[config.mk]
export PLATFORM = sky130hd
export DESIGN_NAME = adder_seq_chunked_flat
export DESIGN_NICKNAME = d
export VERILOG_FILES = /design/src/rtl/adder_seq_chunked_pkg.sv /design/src/rtl/adder_seq_chunked_if.sv /design/src/rtl/adder_seq_chunked_chunk_adder.sv /design/src/rtl/adder_seq_chunked.sv /design/src/flat_wrapper.sv
export SDC_FILE = /design/constraint.sdc
export NUM_CORES = 1
export LEC_CHECK = 0
export CAP_MARGIN = 20
export CORE_UTILIZATION = 46
export DETAILED_ROUTE_END_ITERATION = 16
export PLACE_DENSITY = 0.72
export SLEW_MARGIN = 20
export SYNTH_ARGS = -nofsm -noshare
export SYNTH_HDL_FRONTEND = slang
export SYNTH_SLANG_ARGS = --single-unit
[constraint.sdc]
create_clock -name clk -period 4.7 [get_ports clk]
set_input_delay 0.94 -clock clk [delete_from_list [all_inputs] [get_ports clk]]
set_output_delay 0.94 -clock clk [all_outputs]
set_load 0.005 [all_outputs]
[src/rtl/adder_seq_chunked_pkg.sv]
// Shared types and helpers for the chunked multi-cycle adder/subtractor.
package adder_pkg;

    typedef enum logic [1:0] {
        IDLE = 2'd0,
        RUN  = 2'd1,
        DONE = 2'd2
    } adder_state_t;

    // Slice index needs at least one bit even when there is a single slice.
    function automatic int idx_width(input int num_chunks);
        return (num_chunks > 1) ? $clog2(num_chunks) : 1;
    endfunction

endpackage

[src/rtl/adder_seq_chunked_if.sv]
// Operand/result handshake bundle for adder_seq_chunked.
interface adder_seq_chunked_if #(
    parameter int WIDTH = 32
) ();

    logic             in_valid;
    logic             in_ready;
    logic [WIDTH-1:0] inp0;
    logic [WIDTH-1:0] inp1;
    logic             cin;
    logic             sub;
    logic             out_valid;
    logic             out_ready;
    logic [WIDTH-1:0] sum;
    logic             carry;
    logic             overflow;
    logic             zero;

    modport master (
        output in_valid, inp0, inp1, cin, sub, out_ready,
        input  in_ready, out_valid, sum, carry, overflow, zero
    );

    modport slave (
        input  in_valid, inp0, inp1, cin, sub, out_ready,
        output in_ready, out_valid, sum, carry, overflow, zero
    );

endinterface

[src/rtl/adder_seq_chunked_chunk_adder.sv]
// Combinational CHUNK-bit ripple-carry adder used for one slice per clock.
module chunk_adder #(
    parameter int CHUNK = 8
) (
    input  logic [CHUNK-1:0] a,
    input  logic [CHUNK-1:0] b,
    input  logic             cin,
    output logic [CHUNK-1:0] s,
    output logic             cout
);

    logic c;

    always_comb begin
        c = cin;
        s = '0;
        for (int i = 0; i < CHUNK; i++) begin
            s[i] = a[i] ^ b[i] ^ c;
            c    = (a[i] & b[i]) | (c & (a[i] ^ b[i]));
        end
        cout = c;
    end

endmodule

[src/rtl/adder_seq_chunked.sv]
// Multi-cycle WIDTH-bit add/subtract, one CHUNK-bit slice per clock (LS slice first),
// with carry, signed-overflow and zero flags and ready/valid on both sides.
module adder_seq_chunked
    import adder_pkg::*;
#(
    parameter int WIDTH = 32,
    parameter int CHUNK = 8
) (
    input logic                 clk,
    input logic                 rst_n,
    adder_seq_chunked_if.slave  bus
);

    localparam int NUM_CHUNKS = WIDTH / CHUNK;
    localparam int IDX_W      = idx_width(NUM_CHUNKS);
    localparam logic [IDX_W-1:0] LAST_IDX = IDX_W'(NUM_CHUNKS - 1);

    if (WIDTH % CHUNK != 0) begin : g_width_check
        $error("adder_seq_chunked: WIDTH (%0d) must be a multiple of CHUNK (%0d)", WIDTH, CHUNK);
    end

    typedef logic [NUM_CHUNKS-1:0][CHUNK-1:0] sliced_t;

    adder_state_t     state, state_next;
    logic [IDX_W-1:0] idx;
    sliced_t          a_q, b_q, sum_q, sum_next;
    logic             carry_q, carry_out_q, overflow_q, zero_q;
    logic             load, step, last;
    logic [CHUNK-1:0] slice_s;
    logic             slice_c;

    chunk_adder #(.CHUNK(CHUNK)) u_chunk (
        .a    (a_q[idx]),
        .b    (b_q[idx]),
        .cin  (carry_q),
        .s    (slice_s),
        .cout (slice_c)
    );

    assign last = (idx == LAST_IDX);

    always_comb begin
        sum_next      = sum_q;
        sum_next[idx] = slice_s;
    end

    always_ff @(posedge clk or negedge rst_n) begin
        if (!rst_n) state <= IDLE;
        else        state <= state_next;
    end

    always_comb begin
        state_next    = state;
        load          = 1'b0;
        step          = 1'b0;
        bus.in_ready  = 1'b0;
        bus.out_valid = 1'b0;
        unique case (state)
            IDLE: begin
                bus.in_ready = 1'b1;
                if (bus.in_valid) begin
                    load       = 1'b1;
                    state_next = RUN;
                end
            end
            RUN: begin
                step = 1'b1;
                if (last) state_next = DONE;
            end
            DONE: begin
                bus.out_valid = 1'b1;
                if (bus.out_ready) state_next = IDLE;
            end
            default: state_next = IDLE;
        endcase
    end

    // Subtraction is folded into the operands at capture: b is inverted and the +1 rides in on carry.
    always_ff @(posedge clk or negedge rst_n) begin
        if (!rst_n) begin
            idx         <= '0;
            a_q         <= '0;
            b_q         <= '0;
            sum_q       <= '0;
            carry_q     <= 1'b0;
            carry_out_q <= 1'b0;
            overflow_q  <= 1'b0;
            zero_q      <= 1'b0;
        end else if (load) begin
            a_q     <= bus.inp0;
            b_q     <= bus.sub ? ~bus.inp1 : bus.inp1;
            carry_q <= bus.sub ? 1'b1 : bus.cin;
            idx     <= '0;
            sum_q   <= '0;
        end else if (step) begin
            sum_q   <= sum_next;
            carry_q <= slice_c;
            if (last) begin
                carry_out_q <= slice_c;
                overflow_q  <= (a_q[NUM_CHUNKS-1][CHUNK-1] == b_q[NUM_CHUNKS-1][CHUNK-1]) &&
                               (slice_s[CHUNK-1] != a_q[NUM_CHUNKS-1][CHUNK-1]);
                zero_q      <= ~|sum_next;
            end else begin
                idx <= idx + IDX_W'(1);
            end
        end
    end

    assign bus.sum      = sum_q;
    assign bus.carry    = carry_out_q;
    assign bus.overflow = overflow_q;
    assign bus.zero     = zero_q;

endmodule

[src/flat_wrapper.sv]
// flat-port wrapper written by rule: the top's interface ports become plain ports
module adder_seq_chunked_flat import adder_pkg::*;
#(
    parameter int WIDTH = 32,
    parameter int CHUNK = 8
)
  (clk, rst_n, bus_in_valid, bus_inp0, bus_inp1, bus_cin, bus_sub, bus_out_ready, bus_in_ready, bus_out_valid, bus_sum, bus_carry, bus_overflow, bus_zero);
  adder_seq_chunked_if #(.WIDTH(WIDTH)) bus_i ();
  input logic clk;
  input logic rst_n;
  input wire logic [$bits(bus_i.in_valid)-1:0] bus_in_valid;
  input wire logic [$bits(bus_i.inp0)-1:0] bus_inp0;
  input wire logic [$bits(bus_i.inp1)-1:0] bus_inp1;
  input wire logic [$bits(bus_i.cin)-1:0] bus_cin;
  input wire logic [$bits(bus_i.sub)-1:0] bus_sub;
  input wire logic [$bits(bus_i.out_ready)-1:0] bus_out_ready;
  output wire logic [$bits(bus_i.in_ready)-1:0] bus_in_ready;
  output wire logic [$bits(bus_i.out_valid)-1:0] bus_out_valid;
  output wire logic [$bits(bus_i.sum)-1:0] bus_sum;
  output wire logic [$bits(bus_i.carry)-1:0] bus_carry;
  output wire logic [$bits(bus_i.overflow)-1:0] bus_overflow;
  output wire logic [$bits(bus_i.zero)-1:0] bus_zero;
  assign bus_i.in_valid = bus_in_valid;
  assign bus_i.inp0 = bus_inp0;
  assign bus_i.inp1 = bus_inp1;
  assign bus_i.cin = bus_cin;
  assign bus_i.sub = bus_sub;
  assign bus_i.out_ready = bus_out_ready;
  assign bus_in_ready = bus_i.in_ready;
  assign bus_out_valid = bus_i.out_valid;
  assign bus_sum = bus_i.sum;
  assign bus_carry = bus_i.carry;
  assign bus_overflow = bus_i.overflow;
  assign bus_zero = bus_i.zero;
  adder_seq_chunked #(.WIDTH(WIDTH), .CHUNK(CHUNK)) u_core (.clk(clk), .rst_n(rst_n), .bus(bus_i));
endmodule
## After elaboration in Yosys (flattened, before gate mapping)

Index checks and enable logic that the tools add are counted.

- Bits of input ports: 70
- Word-level logic and storage cells: 106
- Flip-flop bits (word level): 104

- Bitwise logic cells: 42
- Order comparisons: 2
- Mux-type cells: 25
- $add $sub $neg: 1
- Reductions and logical operators: 9
- Equal/unequal tests: 9

Operators with widths:

| operator | number |
|---|---|
| $mux W32 | 3 |
| $bmux W8 S2 | 2 |
| $bwmux W32 | 1 |
| $not A32 Y32 | 1 |
| $reduce_or A32 Y1 | 1 |
| $mux W8 | 3 |
| $and A1 B1 Y1 | 16 |
| $demux W8 S2 | 1 |
| $xor A1 B1 Y1 | 16 |
| $mux W2 | 6 |
| $mux W1 | 8 |
| $or A1 B1 Y1 | 8 |
| $pmux W2 S3 | 1 |
| $reduce_and A3 Y1 | 2 |
| $eq A2 B2 Y1 const B | 2 |
| $ne A2 B1 Y1 const B | 2 |
| $ne A2 B2 Y1 const B | 2 |
| $lt A2 B3 Y1 const B | 1 |
| $add A2 B1 Y2 const B | 1 |
| $eq A2 B1 Y1 const B | 1 |
| $ge A2 B1 Y1 const B | 1 |
| $logic_and A1 B1 Y1 | 2 |
| $logic_not A2 Y1 | 1 |
| $reduce_and A2 Y1 | 1 |
| other kinds (5) | 5 |

## Longest topological paths before layout

- Depth in word-level cells: 21
- Mapped depth: 17
- Depth with buffers taken out: 15

## Modules after synthesis

A second synthesis with hierarchy kept.

- Cells, all modules: 414
- Area, all modules: 5,031.1 um^2

By module, submodules not included:

| module | sequential area each (um^2) | instances | area each (um^2) | cells each |
|---|---|---|---|---|
| adder_seq_chunked | 2,602.5 | 1 | 4,833.4 | 396 |
| chunk_adder | 0.0 | 1 | 197.7 | 18 |

## Least setup slack after synthesis

Ideal clock, no wire load.

- Path type: reg2reg
- From: reg u_core.idx[0]
- To: reg u_core.zero_q (netlist: u_core.bus.zero)
- Setup time: 92 ps
- Setup slack: -177 ps
- Buffers on the path: 2
- Data required time: 4,608 ps
- Stages on the path, launching flop included: 18
- Arrival: 4,785 ps
- Path through: dfrtp_1 buf_2 buf_4 mux4_2 inv_1 fa_1 fa_1 fa_1 fa_1 fa_1 fa_1 inv_1 fa_1 fa_1 nand4b_1 mux2i_1 nand4_1 o31ai_2

- Word-level cells in the longest chain between the ends: 21
- Elaborated cells between the ends (all ways): 51

RTL lines:

| item | RTL line | RTL |
|---|---|---|
| from (decl) | adder_seq_chunked.sv:25 | `logic [IDX_W-1:0] idx;` |
| from (signal assigned) | adder_seq_chunked.sv:104 | `idx <= idx + IDX_W'(1);` |
| $bmux W8 S2, on equally long branches | adder_seq_chunked.sv:33, adder_seq_chunked.sv:34 |  |
| $mux W8, on equally long branches | adder_seq_chunked.sv:33, adder_seq_chunked.sv:34 |  |
| $xor A1 B1 Y1 | adder_seq_chunked_chunk_adder.sv:18, adder_seq_chunked_chunk_adder.sv:19 |  |
| $and A1 B1 Y1 | adder_seq_chunked_chunk_adder.sv:19 | `c = (a[i] & b[i]) \| (c & (a[i] ^ b[i]));` |
| $or A1 B1 Y1 | adder_seq_chunked_chunk_adder.sv:19 |  |
| $and A1 B1 Y1 | adder_seq_chunked_chunk_adder.sv:19 |  |
| $or A1 B1 Y1 | adder_seq_chunked_chunk_adder.sv:19 |  |
| $and A1 B1 Y1 | adder_seq_chunked_chunk_adder.sv:19 |  |
| [5 not listed] | -- |  |
| $and A1 B1 Y1 | adder_seq_chunked_chunk_adder.sv:19 |  |
| $or A1 B1 Y1 | adder_seq_chunked_chunk_adder.sv:19 |  |
| $and A1 B1 Y1 | adder_seq_chunked_chunk_adder.sv:19 |  |
| $or A1 B1 Y1 | adder_seq_chunked_chunk_adder.sv:19 |  |
| $xor A1 B1 Y1 | adder_seq_chunked_chunk_adder.sv:18 | `s[i] = a[i] ^ b[i] ^ c;` |
| $bwmux W32 | adder_seq_chunked.sv:44 | `sum_next[idx] = slice_s;` |
| $reduce_or A32 Y1 | adder_seq_chunked.sv:102 | `zero_q <= ~\|sum_next;` |
| $logic_not A1 Y1 | adder_seq_chunked.sv:102 |  |
| to (signal assigned) | adder_seq_chunked.sv:102 |  |
| to (decl) | adder_seq_chunked.sv:27 | `logic carry_q, carry_out_q, overflow_q, zero_q;` |

Parallel ways exist; a longest one is shown, timed or not. The select of a mux whose other input is x is not followed.
A chain may end at the register's enable or synchronous reset.

## Worst setup path in the final report

Same ends and word-level chain as after synthesis.

==> impl_metrics.json <==
{
  "status": "finished clean",
  "crit_arrival_ns": 4.88,
  "worst_hold_startpoint": "u_core.bus.sum[24]",
  "power_density_nw_per_um2": 804.9,
  "mappedNetlistArea_um2": 5016,
  "route.detailed.wl_per_inst_um": 16.83,
  "critical_path.startpoint_type": "flip-flop",
  "drive_gt1_share_pct": 16.98,
  "via_count_normalized_by_instance_count": 5.353,
  "power.switching_fraction_pct": 41.83,
  "clock.fmax_mhz": 217.1,
  "tritoncts_buffers": 9,
  "yosysMostFrequentCell": "dfrtp_1",
  "number_of_antenna_violations_at_the_first_check_in_global_routing": 0,
  "die_area_um2": 11330,
  "cts_tree": "yes",
  "required_ns": 4.97,
  "numClockSinks": 104,
  "design.portCount": 107,
  "drt_pass1_iterations": 4,
  "worst_path_dominant_cell_family": "adder cells",
  "core_area_um2": 10460,
  "count_of_yosys_warnings_during_synthesis": 0,
  "grt_start_max_net_pins": 95,
  "regToRegSetupSlack_ns": 0.09,
  "final_min_period_over_clock_period_pct": 98.00,
  "clkLatencyLatePin_ns": 0.36,
  "postCtsHoldBufs": 0,
  "antenna_cells": 0,
  "post_route_minimum_period_ns": 4.606,
  "netlist_instances": 421,
  "layout.core_utilization_pct": 61.00,
  "detailedRoute.firstIterationViolations": 150,
  "number_of_max_cap_violations": 0,
  "power.sequential.fraction_pct": 30.4,
  "worst_slew_margin_rel_pct": 42.16,
  "cts_buffer_depth": 2,
  "grt_remaining_overflow": 0,
  "drt_wl_total_mm": 11.11,
  "finClkSkew_ns": 0.01649,
  "setup_tns_ns": 0,
  "timing_max_transition_violations_final": 0,
  "worstPathBufferInverterCount": 2,
  "area_grow_syn2layout_pct": 27.24,
  "synth_top_area_share_pct": 51.88,
  "max_vdd_drop_v": 0.0005956,
  "r2r_start": "u_core.idx[0]",
  "hold_violations": 0,
  "worst_hold_path.num_cells": 2,
  "critical_path_peak_fanout": 4,
  "total_switching_power_mw": 2.149,
  "netlist-cell-type-count": 37,
  "comb_power_share_pct": 59.1,
  "hold_end": "u_core.bus.sum[24]",
  "synth_top_cell_by_area": "dfrtp_1",
  "postSynthNetCount": 503,
  "async_flop_share_pct": 100.0,
  "detailroute.via_count": 3533,
  "h_tree_levels": 3,
  "wire_length_of_the_first_global_routing_pass_mm": 18.04,
  "critical_path.max_stage_delay_ns": 0.47,
  "critPathKind": "reg -> reg",
  "p_leak_nw": 2.577,
  "chipHeight_um": 106.4,
  "synth_enable_flop_cells": 0,
  "ys_dominant_reg_cell": "dfrtp_1",
  "r2r.worst_path.cells": 14,
  "summed_area_of_non_filler_cells_in_the_final_layout_um2": 6382,
  "setup_viol_count_final": 0,
  "routabilityCongestion": 0.8215,
  "rows": 37,
  "syn_avg_cell_area_um2": 11.91,
  "crit_path_top_delay_cell": "fa_2",
  "post_synth_main_area_contributors": "dfrtp_1 (52%), mux2_2 (7.4%), mux4_2 (7.2%), xnor2_1 (5.8%), a21oi_1 (3.3%)",
  "grt_setup_unrepaired": "no",
  "num-nets-final": 602,
  "min-delay-path-class": "reg -> reg",
  "library_cell_appearing_most_often_on_the_critical_path": "fa_2",
  "global_route_usage_over_all_layers_pct": 20.77,
  "grt_pass1_vias": 3554,
  "post_synthesis_sequential_area_ratio_pct": 51.88,
  "synth_commonest_cells": "dfrtp_1 (104), nor2_1 (37), a21oi_1 (33), mux2_2 (33), xnor2_1 (33)",
  "hpwlAfterDp_mm": 8.272,
  "dieWidth_um": 106.4,
  "synth.ff_latch_count": 104,
  "clkTransAtPathRegs_ns": 0.09,
  "drc": 0,
  "clockPowerShare_pct": 10.6,
  "p_int_mw": 2.988,
  "floorplan.initialDensity_pct": 47.94,
  "port_buffers": 106,
  "cp_cell_sequence": "mux4_2 -> inv_1 -> fa_1 -> fa_2 -> fa_2 -> fa_2 -> fa_2 -> fa_2 -> inv_1 -> fa_2 -> fa_2 -> a2111oi_0 -> nand4_1 -> o31ai_2",
  "cts_root_buf": "clkbuf_8",
  "endpoint_kind": "flip-flop",
  "drt.antenna.violating_nets": 0,
  "tightest_slew_ns": 0.8676,
  "timing.rr.end": "u_core.bus.zero",
  "placedInstanceArea_um2": 6186
}
## worst register-to-register path, cell delays in order, from the launching register on
cell,delay (ns)
dfrtp_2,0.45
mux4_2,0.33
inv_1,0.05
fa_1,0.43
fa_2,0.35
fa_2,0.34
fa_2,0.37
fa_2,0.36
fa_2,0.35
inv_1,0.08
fa_2,0.20
fa_2,0.47
a2111oi_0,0.38
nand4_1,0.18
o31ai_2,0.19
## cells in the final DEF (no fill, tap or decap), types with 2 or more instances in the layout
cell,n
clkdlybuf4s50_1,104
dfrtp_1,103
nor2_1,37
xnor2_1,33
a21oi_1,33
mux2_2,33
nand2_1,32
o21ai_0,27
inv_1,18
mux4_2,16
clkbuf_8,9
a32o_1,8
fa_2,7
buf_4,7
mux2i_1,6
or4_1,5
a21oi_2,4
ha_1,4
nand4_1,3
nand3_1,3
nand2b_1,2
nor2b_1,2
nand4b_1,2
nor3_1,2
clkinvlp_4,2
## how the worst max path moves through the flow
stage                        from               to  slack (ns)  cells after the start
global route        u_core.idx[0]  u_core.bus.zero        0.04                     15
floorplan           u_core.idx[0]  u_core.bus.zero        0.03                     17
CTS                 u_core.idx[0]  u_core.bus.zero        0.03                     14
global placement    u_core.idx[0]  u_core.bus.zero        0.22                     15
finish              u_core.idx[0]  u_core.bus.zero        0.09                     14
detailed placement  u_core.idx[0]  u_core.bus.zero        0.05                     14
## stage by stage
stage,total power [mW],instances,hold slack (ns),setup slack (ns)
finish,5.137,660,0.4802,0.09395
global route,5.478,660,0.5377,0.03683
CTS,5.113,660,0.4896,0.03338
detailed placement,4.573,645,0.4694,0.05210
global placement,4.459,645,0.4646,0.2230
floorplan,3.503,421,0.4733,0.03098
## cell families (layout without fill, tap and decap cells)
| group | after synthesis | after routing | synth area share (%) |
|---|---|---|---|
| buffers and inverters | 44 | 147 | 4.240 |
| AND/OR/NAND/NOR | 92 | 92 | 8.307 |
| XOR/XNOR | 33 | 33 | 5.762 |
| adder cells (fa/ha/maj) | 12 | 12 | 4.191 |
| AO/OA/AOI/OAI | 81 | 81 | 9.828 |
| multiplexers | 55 | 55 | 15.79 |
| flip-flops | 104 | 104 | 51.88 |
## routing by layer
metal | vias to the layer above | share of wire [%] | GRT usage [%]
met3 | 8 | 4.6 | 3.311
met5 | - | 0 | 0
met2 | 107 | 52 | 35.76
met1 | 1752 | 42 | 27.34
met4 | 0 | 0.85 | 5.577
li1 | 1666 | - | -
## what timing repair did
action                                  in CTS  in global routing
endpoints found under the setup margin       0                  1
buffers inserted                             0                  0
gates resized for setup                      0                  3
## power by group through the flow
| stage | sequential [mW] | combinational, mW | clock [mW] |
|---|---|---|---|
| floorplan | 1.49 | 2.01 | 0 |
| global placement | 1.55 | 2.91 | 0 |
| detailed placement | 1.58 | 2.99 | 0 |
| CTS | 1.56 | 3.00 | 0.549 |
| global route | 1.61 | 3.28 | 0.588 |
| finish | 1.56 | 3.03 | 0.544 |
## layout make-up
cell class	count	area (um^2)
Fill cell	887	4080
Sequential cell	104	2604
Multi-Input combinational cell	273	2225
Timing Repair Buffer	114	1130
Tap cell	136	170.2
Clock buffer	10	127.6
Inverter	18	67.56
Clock inverter	5	58.81
## flip-flops by register name, summed over array words and instances (netlist names)
signal	cells
u_core.carry_q	1
u_core.idx	2
u_core.b_q	32
u_core.state	2
u_core.bus.carry	1
u_core.bus.sum	32
u_core.bus.overflow	1
u_core.bus.zero	1
u_core.a_q	32
Power figures use the tool's default switching activity.
